**config.mk**
```make
export PLATFORM = sky130hd
export DESIGN_NAME = cv32e40p_ft_err_monitor
export DESIGN_NICKNAME = d
export VERILOG_FILES = /design/src/rtl/cv32e40p_ft_pkg.sv /design/src/rtl/cv32e40p_ft_err_fifo.sv /design/src/rtl/cv32e40p_ft_err_monitor.sv
export SDC_FILE = /design/constraint.sdc
export NUM_CORES = 1
export LEC_CHECK = 0
export ABC_CLOCK_PERIOD_IN_PS = 3300
export BUFFER_PORTS_ARGS = -buffer_cell sky130_fd_sc_hd__clkbuf_2
export CORE_AREA = 2 2 92 94
export DETAILED_ROUTE_END_ITERATION = 7
export DIE_AREA = 0 0 94 96
export GPL_TIMING_DRIVEN = 0
export PLACE_DENSITY = 0.83
export REMOVE_ABC_BUFFERS = 1
export SETUP_SLACK_MARGIN = 0.5
export SYNTH_ARGS = -nofsm -noshare
export SYNTH_HDL_FRONTEND = slang
export SYNTH_SLANG_ARGS = --single-unit
```
**constraint.sdc**
```tcl
create_clock -name clk -period 3.3 [get_ports clk]
set_input_delay 0.66 -clock clk [delete_from_list [all_inputs] [get_ports clk]]
set_output_delay 0.66 -clock clk [all_outputs]
set_load 0.03 [all_outputs]
```
**src/rtl/cv32e40p_ft_pkg.sv**
```systemverilog
// Shared types for the fault-tolerance error monitor.
// Event-type encodings and the event-log entry layout.
package cv32e40p_ft_pkg;

    localparam int FT_SRC_W = 5;

    localparam logic FT_EVT_CORR = 1'b0;
    localparam logic FT_EVT_DET  = 1'b1;

    typedef struct packed {
        logic [FT_SRC_W-1:0] src;
        logic                typ;
    } ft_evt_t;

endpackage

```
**src/rtl/cv32e40p_ft_err_fifo.sv**
```systemverilog
// Synchronous event-log FIFO for the error monitor.
// Full push with a same-cycle pop is accepted.
module cv32e40p_ft_err_fifo
    import cv32e40p_ft_pkg::*;
#(
    parameter int DEPTH = 4
) (
    input  logic    clk,
    input  logic    rst,
    input  logic    clr_i,
    input  logic    push_i,
    input  ft_evt_t data_i,
    input  logic    pop_i,
    output ft_evt_t data_o,
    output logic    full_o,
    output logic    empty_o
);

    localparam int AW = $clog2(DEPTH);

    ft_evt_t       mem_q [DEPTH];
    logic [AW:0]   wr_q, wr_d;
    logic [AW:0]   rd_q, rd_d;
    logic          do_push, do_pop;

    assign empty_o = (wr_q == rd_q);
    assign full_o  = (wr_q[AW] != rd_q[AW]) &&
                     (wr_q[AW-1:0] == rd_q[AW-1:0]);
    assign do_pop  = pop_i && !empty_o;
    assign do_push = push_i && (!full_o || do_pop);
    assign data_o  = mem_q[rd_q[AW-1:0]];

    assign wr_d = do_push ? wr_q + 1'b1 : wr_q;
    assign rd_d = do_pop  ? rd_q + 1'b1 : rd_q;

    always_ff @(posedge clk or posedge rst) begin
        if (rst) begin
            wr_q <= '0;
            rd_q <= '0;
        end else if (clr_i) begin
            wr_q <= '0;
            rd_q <= '0;
        end else begin
            wr_q <= wr_d;
            rd_q <= rd_d;
        end
    end

    // Storage needs no reset: pointers alone define validity.
    always_ff @(posedge clk) begin
        if (do_push && !clr_i) begin
            mem_q[wr_q[AW-1:0]] <= data_i;
        end
    end

endmodule

```
**src/rtl/cv32e40p_ft_err_monitor.sv**
```systemverilog
// Per-source TMR error counters, sticky flags and event log.
// Log and drop counter exist only with CV32E40P_FT_ERR_LOG_EN defined.
module cv32e40p_ft_err_monitor
    import cv32e40p_ft_pkg::*;
#(
    parameter int NUM_SRC    = 8,
    parameter int CNT_W      = 8,
    parameter int FIFO_DEPTH = 4,
    localparam int SW        = $clog2(NUM_SRC)
) (
    input  logic               clk,
    input  logic               rst,
    input  logic [NUM_SRC-1:0] err_corrected_i,
    input  logic [NUM_SRC-1:0] err_detected_i,
    input  logic               clear_i,
    input  logic [SW-1:0]      cnt_sel_i,
    output logic [CNT_W-1:0]   cnt_o,
    output logic [NUM_SRC-1:0] det_flags_o,
    output logic               fatal_o,
    output logic               evt_valid_o,
    input  logic               evt_ready_i,
    output logic [SW-1:0]      evt_src_o,
    output logic               evt_type_o,
    output logic [CNT_W-1:0]   drop_cnt_o
);

    localparam logic [SW:0] NSRC = NUM_SRC[SW:0];

    logic [CNT_W-1:0]   cnt_q [NUM_SRC];
    logic [NUM_SRC-1:0] det_q, det_d;
    logic [NUM_SRC-1:0] corr_eff;
    logic               fatal_q;

    // A detected error on a source supersedes its corrected pulse.
    assign corr_eff = err_corrected_i & ~err_detected_i;
    assign det_d    = det_q | err_detected_i;

    always_ff @(posedge clk or posedge rst) begin
        if (rst) begin
            for (int i = 0; i < NUM_SRC; i++) cnt_q[i] <= '0;
            det_q   <= '0;
            fatal_q <= 1'b0;
        end else if (clear_i) begin
            for (int i = 0; i < NUM_SRC; i++) cnt_q[i] <= '0;
            det_q   <= '0;
            fatal_q <= 1'b0;
        end else begin
            for (int i = 0; i < NUM_SRC; i++) begin
                if (corr_eff[i] && (cnt_q[i] != '1)) begin
                    cnt_q[i] <= cnt_q[i] + 1'b1;
                end
            end
            det_q   <= det_d;
            fatal_q <= |det_d;
        end
    end

    assign cnt_o       = ({1'b0, cnt_sel_i} < NSRC) ? cnt_q[cnt_sel_i] : '0;
    assign det_flags_o = det_q;
    assign fatal_o     = fatal_q;

`ifdef CV32E40P_FT_ERR_LOG_EN

    localparam int PW = $clog2(NUM_SRC + 1);
    localparam int DW = CNT_W + PW;
    localparam logic [DW-1:0] DMAX = {{PW{1'b0}}, {CNT_W{1'b1}}};

    logic [NUM_SRC-1:0] ev_any;
    logic [PW-1:0]      n_ev, n_drop;
    logic [DW-1:0]      drop_sum;
    logic [CNT_W-1:0]   drop_q, drop_d;
    ft_evt_t            sel_evt, head;
    logic               sel_vld, log_ok, pop, full, empty;
    logic [FT_SRC_W-1:0] unused_src_hi;

    assign ev_any = err_corrected_i | err_detected_i;

    always_comb begin
        sel_vld = 1'b0;
        sel_evt = '0;
        n_ev    = '0;
        for (int i = NUM_SRC - 1; i >= 0; i--) begin
            if (ev_any[i]) begin
                sel_vld     = 1'b1;
                sel_evt.src = FT_SRC_W'(i);
                sel_evt.typ = err_detected_i[i] ? FT_EVT_DET : FT_EVT_CORR;
            end
        end
        for (int i = 0; i < NUM_SRC; i++) begin
            n_ev = n_ev + PW'(ev_any[i]);
        end
    end

    assign pop      = evt_valid_o && evt_ready_i;
    assign log_ok   = sel_vld && (!full || pop);
    assign n_drop   = n_ev - PW'(log_ok);
    assign drop_sum = DW'(drop_q) + DW'(n_drop);
    assign drop_d   = (drop_sum > DMAX) ? '1 : drop_sum[CNT_W-1:0];

    always_ff @(posedge clk or posedge rst) begin
        if (rst) begin
            drop_q <= '0;
        end else if (clear_i) begin
            drop_q <= '0;
        end else begin
            drop_q <= drop_d;
        end
    end

    cv32e40p_ft_err_fifo #(
        .DEPTH (FIFO_DEPTH)
    ) u_fifo (
        .clk     (clk),
        .rst     (rst),
        .clr_i   (clear_i),
        .push_i  (log_ok && !clear_i),
        .data_i  (sel_evt),
        .pop_i   (pop && !clear_i),
        .data_o  (head),
        .full_o  (full),
        .empty_o (empty)
    );

    assign unused_src_hi = head.src;
    assign evt_valid_o   = !empty;
    assign evt_src_o     = head.src[SW-1:0];
    assign evt_type_o    = head.typ;
    assign drop_cnt_o    = drop_q;

`else

    localparam int unused_depth = FIFO_DEPTH;
    logic unused_ready;

    assign unused_ready = evt_ready_i;
    assign evt_valid_o  = 1'b0;
    assign evt_src_o    = '0;
    assign evt_type_o   = 1'b0;
    assign drop_cnt_o   = '0;

`endif

endmodule

```
### Yosys cells after proc, flatten, opt, wreduce, memory -nomap -nowiden

Index checks and enable logic that the tools add are counted.
W data, S select, Z words.

| storage, ports and cells | value |
|---|---|
| word-level logic and storage cells | 62 |
| output and inout port bits | 30 |
| bits of input ports | 23 |
| bits in registers | 73 |

| cells by class | value |
|---|---|
| add/sub/neg operators | 8 |
| $lt $le $gt $ge | 1 |
| bitwise logic cells | 4 |
| mux-type cells | 14 |
| eq/ne operators | 8 |
| reduce and logical (&&, ||, !) cells | 17 |

Operators by type and width:

| cell | number |
|---|---|
| $mux W8 | 11 |
| $add A8 B1 Y8 const B | 8 |
| $mux W64 | 1 |
| $ne A8 B8 Y1 const B | 8 |
| $bmux W8 S3 | 1 |
| $reduce_bool A2 Y1 | 8 |
| $and A8 B8 Y8 | 1 |
| $logic_and A1 B1 Y1 | 8 |
| $not A8 Y8 | 1 |
| $or A8 B8 Y8 | 1 |
| $reduce_or A8 Y1 | 1 |
| $ge A4 B4 Y1 const B | 1 |
| $not A3 Y4 | 1 |
| $mux W1 | 1 |

### Longest topological paths before layout

| logic depth | value |
|---|---|
| depth in word-level cells | 5 |
| gate-level depth with buffers | 6 |
| mapped depth without buffers | 5 |

### Worst setup path before layout

No wires, ideal clock.

| path | value |
|---|---|
| path kind | in2out |
| start | in cnt_sel_i[0] |
| end | out cnt_o[0] |
| stages | 4 |
| data required time | 2.640 ns |
| setup slack | 0.863 ns |
| buffers on the path | 2 |
| data arrival time | 1.777 ns |
| cells stage by stage | buf_6 buf_12 mux4_1 mux2_2 |

| between the ends | value |
|---|---|
| word-level cells in the longest chain between the ends | 4 |

RTL lines:

| item | RTL line | source |
|---|---|---|
| from (decl) | cv32e40p_ft_err_monitor.sv:16 | `input logic [SW-1:0] cnt_sel_i,` |
| $not A3 Y4 (implied by the code) | cv32e40p_ft_err_monitor.sv:58 | `assign cnt_o = ({1'b0, cnt_sel_i} < NSRC) ? cnt_q[cnt_sel_i] : '0;` |
| $bmux W8 S3 | cv32e40p_ft_err_monitor.sv:58 |  |
| $mux W8 (implied by the code) (2 in a row) | cv32e40p_ft_err_monitor.sv:58 |  |
| to (decl) | cv32e40p_ft_err_monitor.sv:17 | `output logic [CNT_W-1:0] cnt_o,` |

Every way passes these cells. The select of a mux whose other input is x is not followed.

### Final worst setup path

| path | value |
|---|---|
| start | in cnt_sel_i[0] |
| end | out cnt_o[4] |

The elaborated chain is that of the path after synthesis.

==> results.md <==
- Final Instance Count excl. Fillers: 549
- CP Max Fanout: 16
- Setup crit start kind: input port
- Top post-synthesis cells by count: dfrtp_1, nor2_1, xor2_1
- Ys flop type: dfrtp_1
- Starting Density: 53.0%
- Synth cell types: 38
- CTS Buffer Depth: 2
- Clock slew at reported path FFs: 0.08 ns
- Fraction of registers with async set or reset after synthesis: 100%
- # setup viols final: 0
- Min-Delay Path Class: input port to async pin
- Initial antenna violation count: 0
- Post-route DRC: 0
- Slew @ Worst Pin: 0.871 ns
- Root buf cell: clkbuf_8
- Syn_area_per_cell: about 11 um^2
- Ys Warns: 0
- Yosys top cell area share: around 43%
- Synth Register Bits: 73
- Count leader, synth: dfrtp_1
- FILL cells: around 640
- Sinks on Clock Net: 73
- Maxcap violations: 0
- Clk_skew: 0.0117 ns
- I/O pin total: 53
- First-pass GRT wire length: 14800 um
- Tot GR Track Use: a little over a fifth
- Synthesized instance count: 406
- Grt ovf: 0
- Synth area leader: dfrtp_1
- First-pass detailed-route iteration total: 5
- Placer Congestion: 0.817
- RSZ-0062 raised after global routing: no
- Max Clk Rate: 366 MHz
- PwrDens: 407 mW/mm^2
- Post-DP HPWL: 6340 um
- Data arrival, critical path: around 2.1 ns
- Crit. End Element: primary output
- Power, Total: 1.91 mW
- N_diodes: 0
- Routed WL: 8910 um
- Design area: approximately 0.0047 mm^2
- Post-synth EDFFs: 0
- Vias in the first global route: 2973
- Peak supply drop: 171 uV
- PortBufs: 38
- Post-DRT Antenna Nets: 0
- Top area cells in the synthesized netlist: dfrtp_1, mux4_1, xor2_1
- Die Y: 96 um
- Fin crit period: 2.73 ns
- Rel. slew slack: 41.9%
- Largest net degree at the start of global routing: 74
- Lkg Pwr: ~2.2 nW
- Share of layout cells above drive strength 1: 15.3%
- Vias post-DR: around 3300
- Core Region: 0.00805 mm^2
- Die X: around 94 um
- Row count: 33
- Kind of critical path: input port to primary output
- Detailed Route Iter0 Violations: 248
- Seq/Total Area, Yosys: roughly 43%
- Area delta synth->final: 10.1%
- Run status: finished, final reports clean
- CTS tree: built
- Final Max Tran Viols: 0
- CTS buffer count: 9
- Mapped Area: between 0.004 and 0.005 mm^2
- Via density per instance: 5.98
- Cells after DPL: 532
- Final nets: 470
- Final number of hold-violating endpoints: 0
- Drt wl/cell: 16.2 um
- Fin crit share: ~83%
- H-tree levels: 3
- Total Die Area: 0.00902 mm^2
- Clock latency on the worst-skew pair: 0.35 ns
- DP Area: 0.00445 mm^2
- Critical path required time: 2.64 ns
## flip-flops by register name, indices dropped and copies added (netlist names)
| signal | flops |
|---|---|
| cnt_q | 64 |
| det_flags_o | 8 |
| fatal_o | 1 |
## layer usage
| metal | wire length (um) | share of wire, % | up-vias | track usage [%] |
|---|---|---|---|---|
| li1 | - | - | 1559 | - |
| met1 | 4030 | 45 | 1571 | 30.7 |
| met2 | 4050 | 45 | 139 | 32.0 |
| met3 | 648 | 7.3 | 15 | 3.92 |
| met4 | 176 | 2.0 | 0 | 9.30 |
| met5 | 0 | 0 | - | 0 |
## repair_timing
| item | 4_1_cts | 5_1_grt |
|---|---|---|
| endpoints found under the setup margin | 5 | 0 |
| hold buffers | 0 | 0 |
| buffers inserted | 0 | 0 |
| resized for setup | 1 | 0 |
## layout make-up
cell class                      instances  area [um^2]  share of cell area [%]
Multi-Input combinational cell        311         2280                    48.5
Timing Repair Buffer                   39          213                    4.53
Tap cell                              105          131                    2.80
Inverter                                5         21.3                   0.453
Clock buffer                           10          138                    2.93
Sequential cell                        73         1830                    38.9
Clock inverter                          6         90.1                    1.92
## kinds of logic after synthesis
logic type	synth area share [%]
AND/OR/NAND/NOR	18.1
AO/OA/AOI/OAI	11.4
flip-flops	42.8
multiplexers	15.0
buffers and inverters	4.86
XOR/XNOR	5.33
adder cells (fa/ha/maj)	2.34
other	0.0878
## placed cells by master (no fill, tap or decap), types with 15 or more instances in the layout
master,netlist,final
clkbuf_2,0,36
nor2_1,55,55
o21ai_0,18,18
o211ai_1,17,17
mux4_1,16,16
dfrtp_1,73,73
and3_1,15,15
xor2_1,26,26
a21oi_1,22,22
## path summary, 6_finish.rpt
kind                                     start  depth (start not counted)  slack [ns]             end
worst max-delay path              cnt_sel_i[0]                          4        0.57        cnt_o[4]
worst min-delay path                       rst                          2        0.48       cnt_q[32]
max in group asynchronous                  rst                          2        2.25  det_flags_o[7]
min in group clk                det_flags_o[4]                          2        0.51  det_flags_o[4]
worst max register to register       cnt_q[24]                          5        1.38       cnt_q[25]
worst min register to register  det_flags_o[4]                          2        0.51  det_flags_o[4]
## critical path: stages
cell,delay (ns)
clkbuf_4,0.27
mux4_1,0.63
mux2_2,0.31
clkbuf_2,0.19
## power breakdown
part           internal (mW)  switching [mW]  leakage, nW
logic                 0.0567           0.123         1.09
registers              0.913          0.0192        0.999
clock network          0.449           0.350        0.113
## stage by stage
stage                     setup WS, ns  util, %  TNS, ns  hold WS, ns
after floorplan                  0.787        -        0        0.522
after global placement         -0.0494     55.2    -3.32        0.498
after detailed placement         0.449     55.3        0        0.501
after CTS                        0.576     58.1        0        0.521
after global routing             0.531     58.4        0        0.549
final                            0.570     58.4        0        0.482
(Power assumes the default switching activity.)
